[src/rtl/if_fetch_unit.sv]
`default_nettype none
// ============================================================================
// Module      : if_fetch_unit
// Description : Instruction fetch unit with a credit-checked prefetch queue.
//               Issues sequential memory reads, queues the returned words
//               with their addresses, and flushes on a redirect while
//               discarding the responses still in flight.
// Revision    : 1.0 - initial release
// ============================================================================
module if_fetch_unit #(
    parameter int              PC_W     = 16,
    parameter int              INSTR_W  = 16,
    parameter int              QDEPTH   = 4,
    parameter logic [PC_W-1:0] RESET_PC = {PC_W{1'b1}}
) (
    input  logic               clk,
    input  logic               rst,
    input  logic               redirect,
    input  logic [PC_W-1:0]    redirect_pc,
    output logic               mem_req,
    output logic [PC_W-1:0]    mem_addr,
    input  logic               mem_gnt,
    input  logic               mem_rvalid,
    input  logic [INSTR_W-1:0] mem_rdata,
    output logic               out_valid,
    output logic [INSTR_W-1:0] out_instr,
    output logic [PC_W-1:0]    out_pc,
    input  logic               out_ready
);

    localparam int c_ptr_w = $clog2(QDEPTH);
    localparam int c_cnt_w = $clog2(QDEPTH + 1);
    localparam int c_sum_w = c_cnt_w + 2;
    localparam logic [c_sum_w-1:0] c_depth = c_sum_w'(QDEPTH);

    logic [PC_W-1:0]    r_fetch_pc;
    logic [PC_W-1:0]    r_resp_pc;
    logic [c_cnt_w-1:0] r_count;
    logic [c_cnt_w-1:0] r_outstanding;
    logic [c_cnt_w-1:0] r_stale;
    logic [c_ptr_w-1:0] r_wptr;
    logic [c_ptr_w-1:0] r_rptr;
    logic [INSTR_W-1:0] r_instr_q [QDEPTH];
    logic [PC_W-1:0]    r_pc_q    [QDEPTH];

    logic [c_sum_w-1:0] w_inflight;
    logic               w_grant;
    logic               w_live_rsp;
    logic               w_stale_rsp;
    logic               w_push;
    logic               w_pop;

    // Request credit and handshake decode. Stale responses also hold a
    // credit so that stale + outstanding can never exceed QDEPTH, which
    // keeps every counter inside its 0..QDEPTH range across any sequence
    // of back-to-back redirects.
    always_comb begin
        w_inflight  = c_sum_w'(r_count) + c_sum_w'(r_outstanding) + c_sum_w'(r_stale);
        mem_req     = !rst && !redirect && (w_inflight < c_depth);
        mem_addr    = r_fetch_pc;
        w_grant     = mem_req && mem_gnt;
        w_stale_rsp = mem_rvalid && (r_stale != '0);
        w_live_rsp  = mem_rvalid && (r_stale == '0);
        w_push      = w_live_rsp && !redirect;
        out_valid   = (r_count != '0);
        w_pop       = out_valid && out_ready;
        out_instr   = r_instr_q[r_rptr];
        out_pc      = r_pc_q[r_rptr];
    end

    // Fetch address, response address tracking, queue pointers and counters.
    always_ff @(posedge clk or posedge rst) begin
        if (rst) begin
            r_fetch_pc    <= RESET_PC;
            r_resp_pc     <= RESET_PC;
            r_count       <= '0;
            r_outstanding <= '0;
            r_stale       <= '0;
            r_wptr        <= '0;
            r_rptr        <= '0;
        end else if (redirect) begin
            // Everything still in flight (minus a response landing now)
            // becomes stale; the queue is emptied.
            r_fetch_pc    <= redirect_pc;
            r_resp_pc     <= redirect_pc;
            r_count       <= '0;
            r_outstanding <= '0;
            r_stale       <= r_stale + r_outstanding + c_cnt_w'(w_grant)
                             - c_cnt_w'(mem_rvalid);
            r_wptr        <= '0;
            r_rptr        <= '0;
        end else begin
            if (w_grant) begin
                r_fetch_pc <= r_fetch_pc + PC_W'(1);
            end
            r_outstanding <= r_outstanding + c_cnt_w'(w_grant) - c_cnt_w'(w_live_rsp);
            r_stale       <= r_stale - c_cnt_w'(w_stale_rsp);
            r_count       <= r_count + c_cnt_w'(w_push) - c_cnt_w'(w_pop);
            if (w_push) begin
                r_wptr    <= r_wptr + c_ptr_w'(1);
                r_resp_pc <= r_resp_pc + PC_W'(1);
            end
            if (w_pop) begin
                r_rptr <= r_rptr + c_ptr_w'(1);
            end
        end
    end

    // Queue storage: instruction word paired with the address it came from.
    always_ff @(posedge clk) begin
        if (w_push) begin
            r_instr_q[r_wptr] <= mem_rdata;
            r_pc_q[r_wptr]    <= r_resp_pc;
        end
    end

endmodule
`default_nettype wire
[config.mk]
export PLATFORM = sky130hd
export DESIGN_NAME = if_fetch_unit
export DESIGN_NICKNAME = d
export VERILOG_FILES = /design/src/rtl/if_fetch_unit.sv
export SDC_FILE = /design/constraint.sdc
export NUM_CORES = 1
export LEC_CHECK = 0
export CORE_AREA = 2 2 126 128
export DETAILED_ROUTE_END_ITERATION = 10
export DIE_AREA = 0 0 128 130
export PLACE_DENSITY = 0.83
export SLEW_MARGIN = 10
export SYNTH_ARGS = -nofsm -noshare
export SYNTH_HDL_FRONTEND = slang
export SYNTH_SLANG_ARGS = --single-unit
export TNS_END_PERCENT = 20
[constraint.sdc]
create_clock -name clk -period 3.7 [get_ports clk]
set_input_delay 0.555 -clock clk [delete_from_list [all_inputs] [get_ports clk]]
set_output_delay 0.555 -clock clk [all_outputs]
set_load 0.01 [all_outputs]
==> results.yml, run 1 <==
finish:
  diodes: 0
  fin_util_pct: 59.5
  drive_gt1_share_pct: 22.0
  final_nets: 627
  areaGrowthSynthToFinish_pct: 22.7
clock_network:
  ctsHoldBuffers: 0
  clk_latency_ps: 420
  root_buffer: "clkbuf_16"
  clkSinkCount: 173
  cts_tree: "yes"
  htree_levels: 4
  cts_buffers: 17
  clkTransAtPathRegs_ps: 60
  clockBufferDepth: 2
power_and_ir_drop:
  power_switching_mw: 1.65
  power_mw: 5.76
  power-per-cell-area_nw_per_um2: 628
  p_comb_share_pct: 28.9
  seq_power_share_pct: 43.2
  p_int_mw: 4.11
  ir_drop_uv: 415
  leakage_nw: 3.22
  netSwitchingFraction_pct: 28.7
  power_frac_clock_pct: 27.8
synthesis:
  async_reset_ff_share_pct: 26.0
  ys_seq_elements: 173
  synthSimpleGateAreaFrac_pct: 7.69
  synth_xor_area_share_pct: 3.63
  yosysSeqAreaShare_pct: 66.9
  synth_area_um2: 7480
  synth_compound_area_share_pct: 3.95
  synth_top_family_by_area: "multiplexers"
  muxShareOfSynthArea_pct: 10.7
  synth_edf_count: 128
  synth_flop_cell: "edfxtp_1"
  yosysUniqueCellTypes: 53
  syn_nets: 523
  yosys_warnings: 0
  syn_avg_cell_area_um2: 16.2
  synthCells: 462
  synthAdderAreaFrac_pct: 4.55
worst_setup_path:
  rr_endpoint: "r_stale[2]"
  slowest_delay_ps: 590
  rrSetupSlack_ps: 180
  crit_family: "adder cells"
  crit_start: "r_outstanding[1]"
  arrival_ps: 3020
  cp_max_fo: 3
  r2r_cells: 14
  path_class: "flop to primary output"
  critPathCapture: "mem_req"
  regToRegStartpoint: "r_outstanding[1]"
  required_ps: 3140
  cp_cell_sequence: "inv_1 -> fa_1 -> nor2_1 -> fa_1 -> nor2b_1 -> nor2_1 -> nor3_1 -> clkdlybuf4s50_1"
  critical_path_buf_inv_count: 2
  timing.critical_path.to_type: "primary output"
  start_kind: "flop"
  path_depth: 8
  cpMaxStageDelayCell: "clkdlybuf4s50_1"
drt:
  routed_via_density: 5.49
  drtIter0Drc: 356
  first_pass_iters: 4
  avgRoutedWirePerCell_um: 18.6
  num_vias: 4229
  drc: 0
  drtAntennaViolNets: 0
  wl_um: 14300
die:
  ioPinCount: 88
  die_h_um: 130
  core_region_area_um2: 15400
  fp.dieW_um: 128
  die_area_um2: 16600
  rows: 46
  initial_core_util_pct: 48.5
global_routing:
  track_usage_pct: 18.4
  grt_pass1_vias: 4497
  antenna_found_initial: 0
  grt_max_degree: 46
  grt_pass1_wl_um: 23000
  overflow: 0
timing:
  slew_viol_final: 0
  period_share_pct: 96.7
  setup_violations: 0
  fin_crit_ps: 3580
  rsz0062_at_grt: "true"
  max_freq_ghz: 0.279
  hold_ws_ps: 509
  worst_pin_slew_ps: 763
  finalHoldViolCount: 0
  final.setup.tns_ps: 0
  slew_headroom_pct: 49.1
  skew_ps: 9.51
min_path:
  hold_class: "flop to flop"
placed_design:
  gp_congestion: 0.904
  io_buffers: 87
  post-dp-hpwl_um: 9410
run:
  maxCapViolCount: 0
status:
  outcome: "complete, no violations"
==> cell families (layout without fill, tap and decap cells) <==
kind of cell / Yosys count / in the layout
flops: 173 / 173
simple gates: 107 / 107
buf+inv: 46 / 162
compound gates: 43 / 43
mux: 39 / 39
xor+xnor: 31 / 31
fa+ha+maj: 23 / 23
==> state kept, by name (all words and copies together) (netlist names) <==
register       count
r_pc_q            64
r_count            3
r_resp_pc         16
r_stale            3
r_rptr             2
mem_addr          16
r_outstanding      3
r_wptr             2
r_instr_q         64
==> placed cells by master, fill, tap and decap left out, drive strengths merged, types with 2 or more instances in the layout <==
cell	instances
edfxtp	128
clkdlybuf4s50	87
mux4	32
dfstp	32
inv	29
nand2	25
nor2	21
clkbuf	19
o21ai	18
nand3	17
ha	16
buf	16
xnor2	16
xor2	15
dfrtp	13
nor3	10
and3	7
fa	7
clkinv	7
mux2	6
a21oi	6
nand4	5
nor2b	5
a21boi	4
o31a	4
nand2b	3
clkinvlp	3
or2	3
a221o	2
a21o	2
or3	2
nor3b	2
o311ai	2
==> layout make-up <==
type / instances / area [µm²]
fillers: 1143 / 6240
flip-flops and latches: 173 / 5010
multi-input cells: 243 / 2300
repair buffers: 103 / 991
clock buffers: 19 / 433
well taps: 192 / 240
inverters: 28 / 105
clock inverters: 12 / 98.8
==> through the flow <==
stage | cells | worst slack [ps] | area [µm²]
after floorplan | 462 | 67.6 | 7490
after detailed placement | 737 | 4.85 | 8620
final | 770 | 121 | 9180
after global routing | 770 | -17.5 | 9180
after global placement | 737 | 224 | 8620
after CTS | 768 | 28.0 | 9160
==> power groups by stage <==
stage | clock network [mW] | logic, mW | registers (mW)
6_report | 1.61 | 1.67 | 2.49
5_1_grt | 1.72 | 1.82 | 2.52
4_1_cts | 1.64 | 1.64 | 2.49
3_5_place_dp | 0 | 1.62 | 2.53
3_3_place_gp | 0 | 1.55 | 2.51
2_1_floorplan | 0 | 1.04 | 2.44
==> worst min-delay path, cell delays in order (launching register included) <==
cell,delay [ps]
dfstp_2,380
inv_1,40
o21ai_0,80
==> how the worst min path moves through the flow <==
stage | from | endpoint | slack, ps | cells after the start
floorplan | r_stale[2] | r_stale[2] | 480 | 1
global placement | mem_addr[15] | mem_addr[15] | 490 | 2
detailed placement | mem_addr[15] | mem_addr[15] | 490 | 2
CTS | mem_addr[15] | mem_addr[15] | 510 | 2
global route | mem_addr[6] | mem_addr[6] | 550 | 1
finish | mem_addr[15] | mem_addr[15] | 510 | 2
==> repair_timing <==
action	4_1_cts	5_1_grt
gates resized for setup	1	4
setup endpoints to repair	1	3
hold endpoints to repair	0	0
pin swaps	0	1
buffers inserted	0	2
==> routing by layer <==
| metal | vias up | global-route usage, % | part of all wire (%) |
|---|---|---|---|
| li1 | 1942 | - | - |
| met1 | 2132 | 24.0 | 44 |
| met2 | 144 | 30.5 | 49 |
| met3 | 11 | 5.29 | 5.9 |
| met4 | 0 | 5.62 | 0.57 |
| met5 | - | 0 | 0 |
==> cells in the mapped netlist, types with 2 or more instances <==
library cell	number	area [µm²]
a221o_1	2	20.0
xor2_1	15	131
buf_6	2	22.5
nand2b_1	3	18.8
fa_1	7	140
or3_1	2	12.5
mux4_2	32	721
inv_1	27	101
mux2_2	6	67.6
nor3b_1	2	15.0
nor3_2	2	20.0
a21oi_1	6	30.0
nand3_1	17	85.1
xnor2_1	16	140
dfrtp_1	13	325
o31a_1	3	26.3
nor3_1	7	35.0
dfstp_2	32	841
a21boi_0	4	30.0
buf_2	5	25.0
edfxtp_1	128	3840
nor2_1	21	78.8
nor2b_1	5	31.3
ha_1	16	200
nand2_1	25	93.8
and3_1	7	43.8
a21o_1	2	15.0
clkbuf_1	10	37.5
o21ai_1	4	20.0
o21ai_0	14	70.1
nand4_1	5	31.3
(Power assumes the default switching activity.)
==> run 2, diff against run 1 <==
CORE_AREA = 2 2 177 92   (was 2 2 126 128)
DIE_AREA = 0 0 179 94   (was 0 0 128 130)
clock period = 3.1 ns   (was 3.7 ns; I/O delays follow)
==> run 2 against run 1 <==
Effect of this change: the flow now finishes with violations (negative setup slack); sequential cell count stayed put; critical path depth is 6 higher; largest power group unchanged; clock power is 29% higher; core utilization is 2.7 points higher.
==> results.yml, run 2 (same netlist as run 1, synthesis figures left out) <==
status:
  outcome: "complete, but fails checks"
  violations: "negative setup slack"
timing:
  period_share_pct: 105
  finalHoldViolCount: 0
  skew_ps: 8.01
  worst_pin_slew_ps: 566
  slew_headroom_pct: 62.2
  setup_violations: 4
  worst_slack_ps: -169
  slew_viol_final: 0
  max_freq_ghz: 0.306
  final.setup.tns_ps: -407
  rsz0062_at_grt: "true"
  fin_crit_ps: 3270
global_routing:
  met1_usage_pct: 27.4
  overflow: 0
  antenna_found_initial: 0
  busiest_layer: "met2"
  track_usage_pct: 19.4
  grt_util_met2_pct: 30.7
  grt_pass1_wl_um: 24300
  grt_pass1_vias: 4550
  grt_max_degree: 46
  use_met3_pct: 4.85
worst_setup_path:
  cp_max_fo: 3
  rrSetupSlack_ps: -170
  arrival_ps: 3610
  critPathCapture: "r_stale[2]"
  crit_family: "adder cells"
  rr_endpoint: "r_stale[2]"
  regToRegStartpoint: "r_stale[1]"
  start_kind: "flop"
  path_depth: 14
  timing.critical_path.to_type: "flop"
  critical_path_buf_inv_count: 2
  cpMaxStageDelayCell: "fa_2"
  slowest_delay_ps: 560
  crit_start: "r_stale[1]"
  required_ps: 3440
  crit_top_cell: "fa_2"
  r2r_cells: 14
  cp_cell_sequence: "inv_2 -> fa_1 -> nor2_1 -> fa_2 -> nor2b_2 -> o21ai_2 -> or2_4 -> inv_2 -> fa_2 -> fa_2 -> xnor2_2 -> xnor2_1 -> mux2i_1 -> xnor2_1"
  path_class: "flop to flop"
placed_design:
  post-dp-hpwl_um: 9540
  dp_cells: 764
  placed_area_um2: 8830
  io_buffers: 87
  gp_congestion: 0.888
drt:
  drc: 0
  avgRoutedWirePerCell_um: 19.1
  routed_via_density: 5.48
  wl_um: 15200
  drtIter0Drc: 373
  first_pass_iters: 5
  drtAntennaViolNets: 0
  num_vias: 4376
finish:
  seqCellArea_um2: 5010
  areaGrowthSynthToFinish_pct: 26.2
  finalNonFillerCells: 799
  multi_input_area_um2: 2320
  final_nets: 644
  top_regs: "r_instr_q (64), r_pc_q (64)"
  n_fill_cell: 1072
  design_area_um2: 9450
  diodes: 0
  most-common-layout-cells: "128 x edfxtp_1, 86 x clkdlybuf4s50_1, 32 x mux4_2, 32 x dfstp_2, 28 x buf_4"
  mostFrequentLayoutCell: "edfxtp_1"
  drive_gt1_share_pct: 27.1
  fin_util_pct: 62.3
die:
  ioPinCount: 88
  die_h_um: 94
  core_region_area_um2: 15200
  fp.dieW_um: 179
  die_area_um2: 16800
  initial_core_util_pct: 49.3
  rows: 32
clock_network:
  htree_levels: 4
  ctsHoldBuffers: 0
  cts_tree: "yes"
  clockBufferDepth: 2
  cts_buffers: 17
  clk_latency_ps: 420
  root_buffer: "clkbuf_16"
  clkSinkCount: 173
  clkTransAtPathRegs_ps: 60
min_path:
  hold_class: "flop to flop"
run:
  maxCapViolCount: 0
power_and_ir_drop:
  ir_drop_uv: 470
  leakage_nw: 3.34
  power_mw: 7.26
  power-per-cell-area_nw_per_um2: 768
-- run 2: worst min-delay path by stage --
stage,depth (start not counted),endpoint,slack (ps),from
after global placement,2,mem_addr[15],490,mem_addr[15]
after global routing,2,mem_addr[14],570,mem_addr[14]
after CTS,2,mem_addr[14],510,mem_addr[14]
after detailed placement,2,mem_addr[15],510,mem_addr[15]
final,2,mem_addr[14],520,mem_addr[14]
after floorplan,1,r_stale[2],480,r_stale[2]
-- run 2: cell type report --
| type | instances | share of cell area (%) |
|---|---|---|
| sequential | 173 | 53.0 |
| multi-input combinational | 243 | 24.6 |
| inverter | 28 | 1.11 |
| timing repair buffer | 120 | 12.5 |
| tap | 204 | 2.70 |
| clock inverter | 13 | 1.52 |
| clock buffer | 18 | 4.54 |
-- run 2: timing repair --
action | in CTS | in global routing
setup buffers | 4 | 0
endpoints found under the hold margin | 0 | 0
endpoints found under the setup margin | 5 | 6
pin swaps | 9 | 0
gates resized for setup | 5 | 5
-- run 2: where the power goes --
group	internal (mW)	switching (mW)	total, mW	leakage [nW]
clock network	1.19	0.886	2.08	0.282
registers	2.73	0.168	2.89	1.66
logic	1.25	1.04	2.29	1.40
-- run 2: metrics by stage --
| step | setup WS, ps | hold slack (ps) |
|---|---|---|
| 2_1_floorplan | -416 | 482 |
| 3_3_place_gp | -194 | 488 |
| 3_5_place_dp | -275 | 506 |
| 4_1_cts | -128 | 512 |
| 5_1_grt | -234 | 567 |
| 6_report | -169 | 516 |
-- run 2: per-layer routing --
metal | wire length [µm] | part of all wire, %
met1 | 7050 | 46
met2 | 7310 | 48
met3 | 785 | 5.2
met4 | 88 | 0.58
met5 | 0 | 0
-- run 2: tightest hold or removal path, stage by stage, from the launching register on --
cell and delay, ps:
dfstp_2 390, inv_1 50, o21ai_0 70
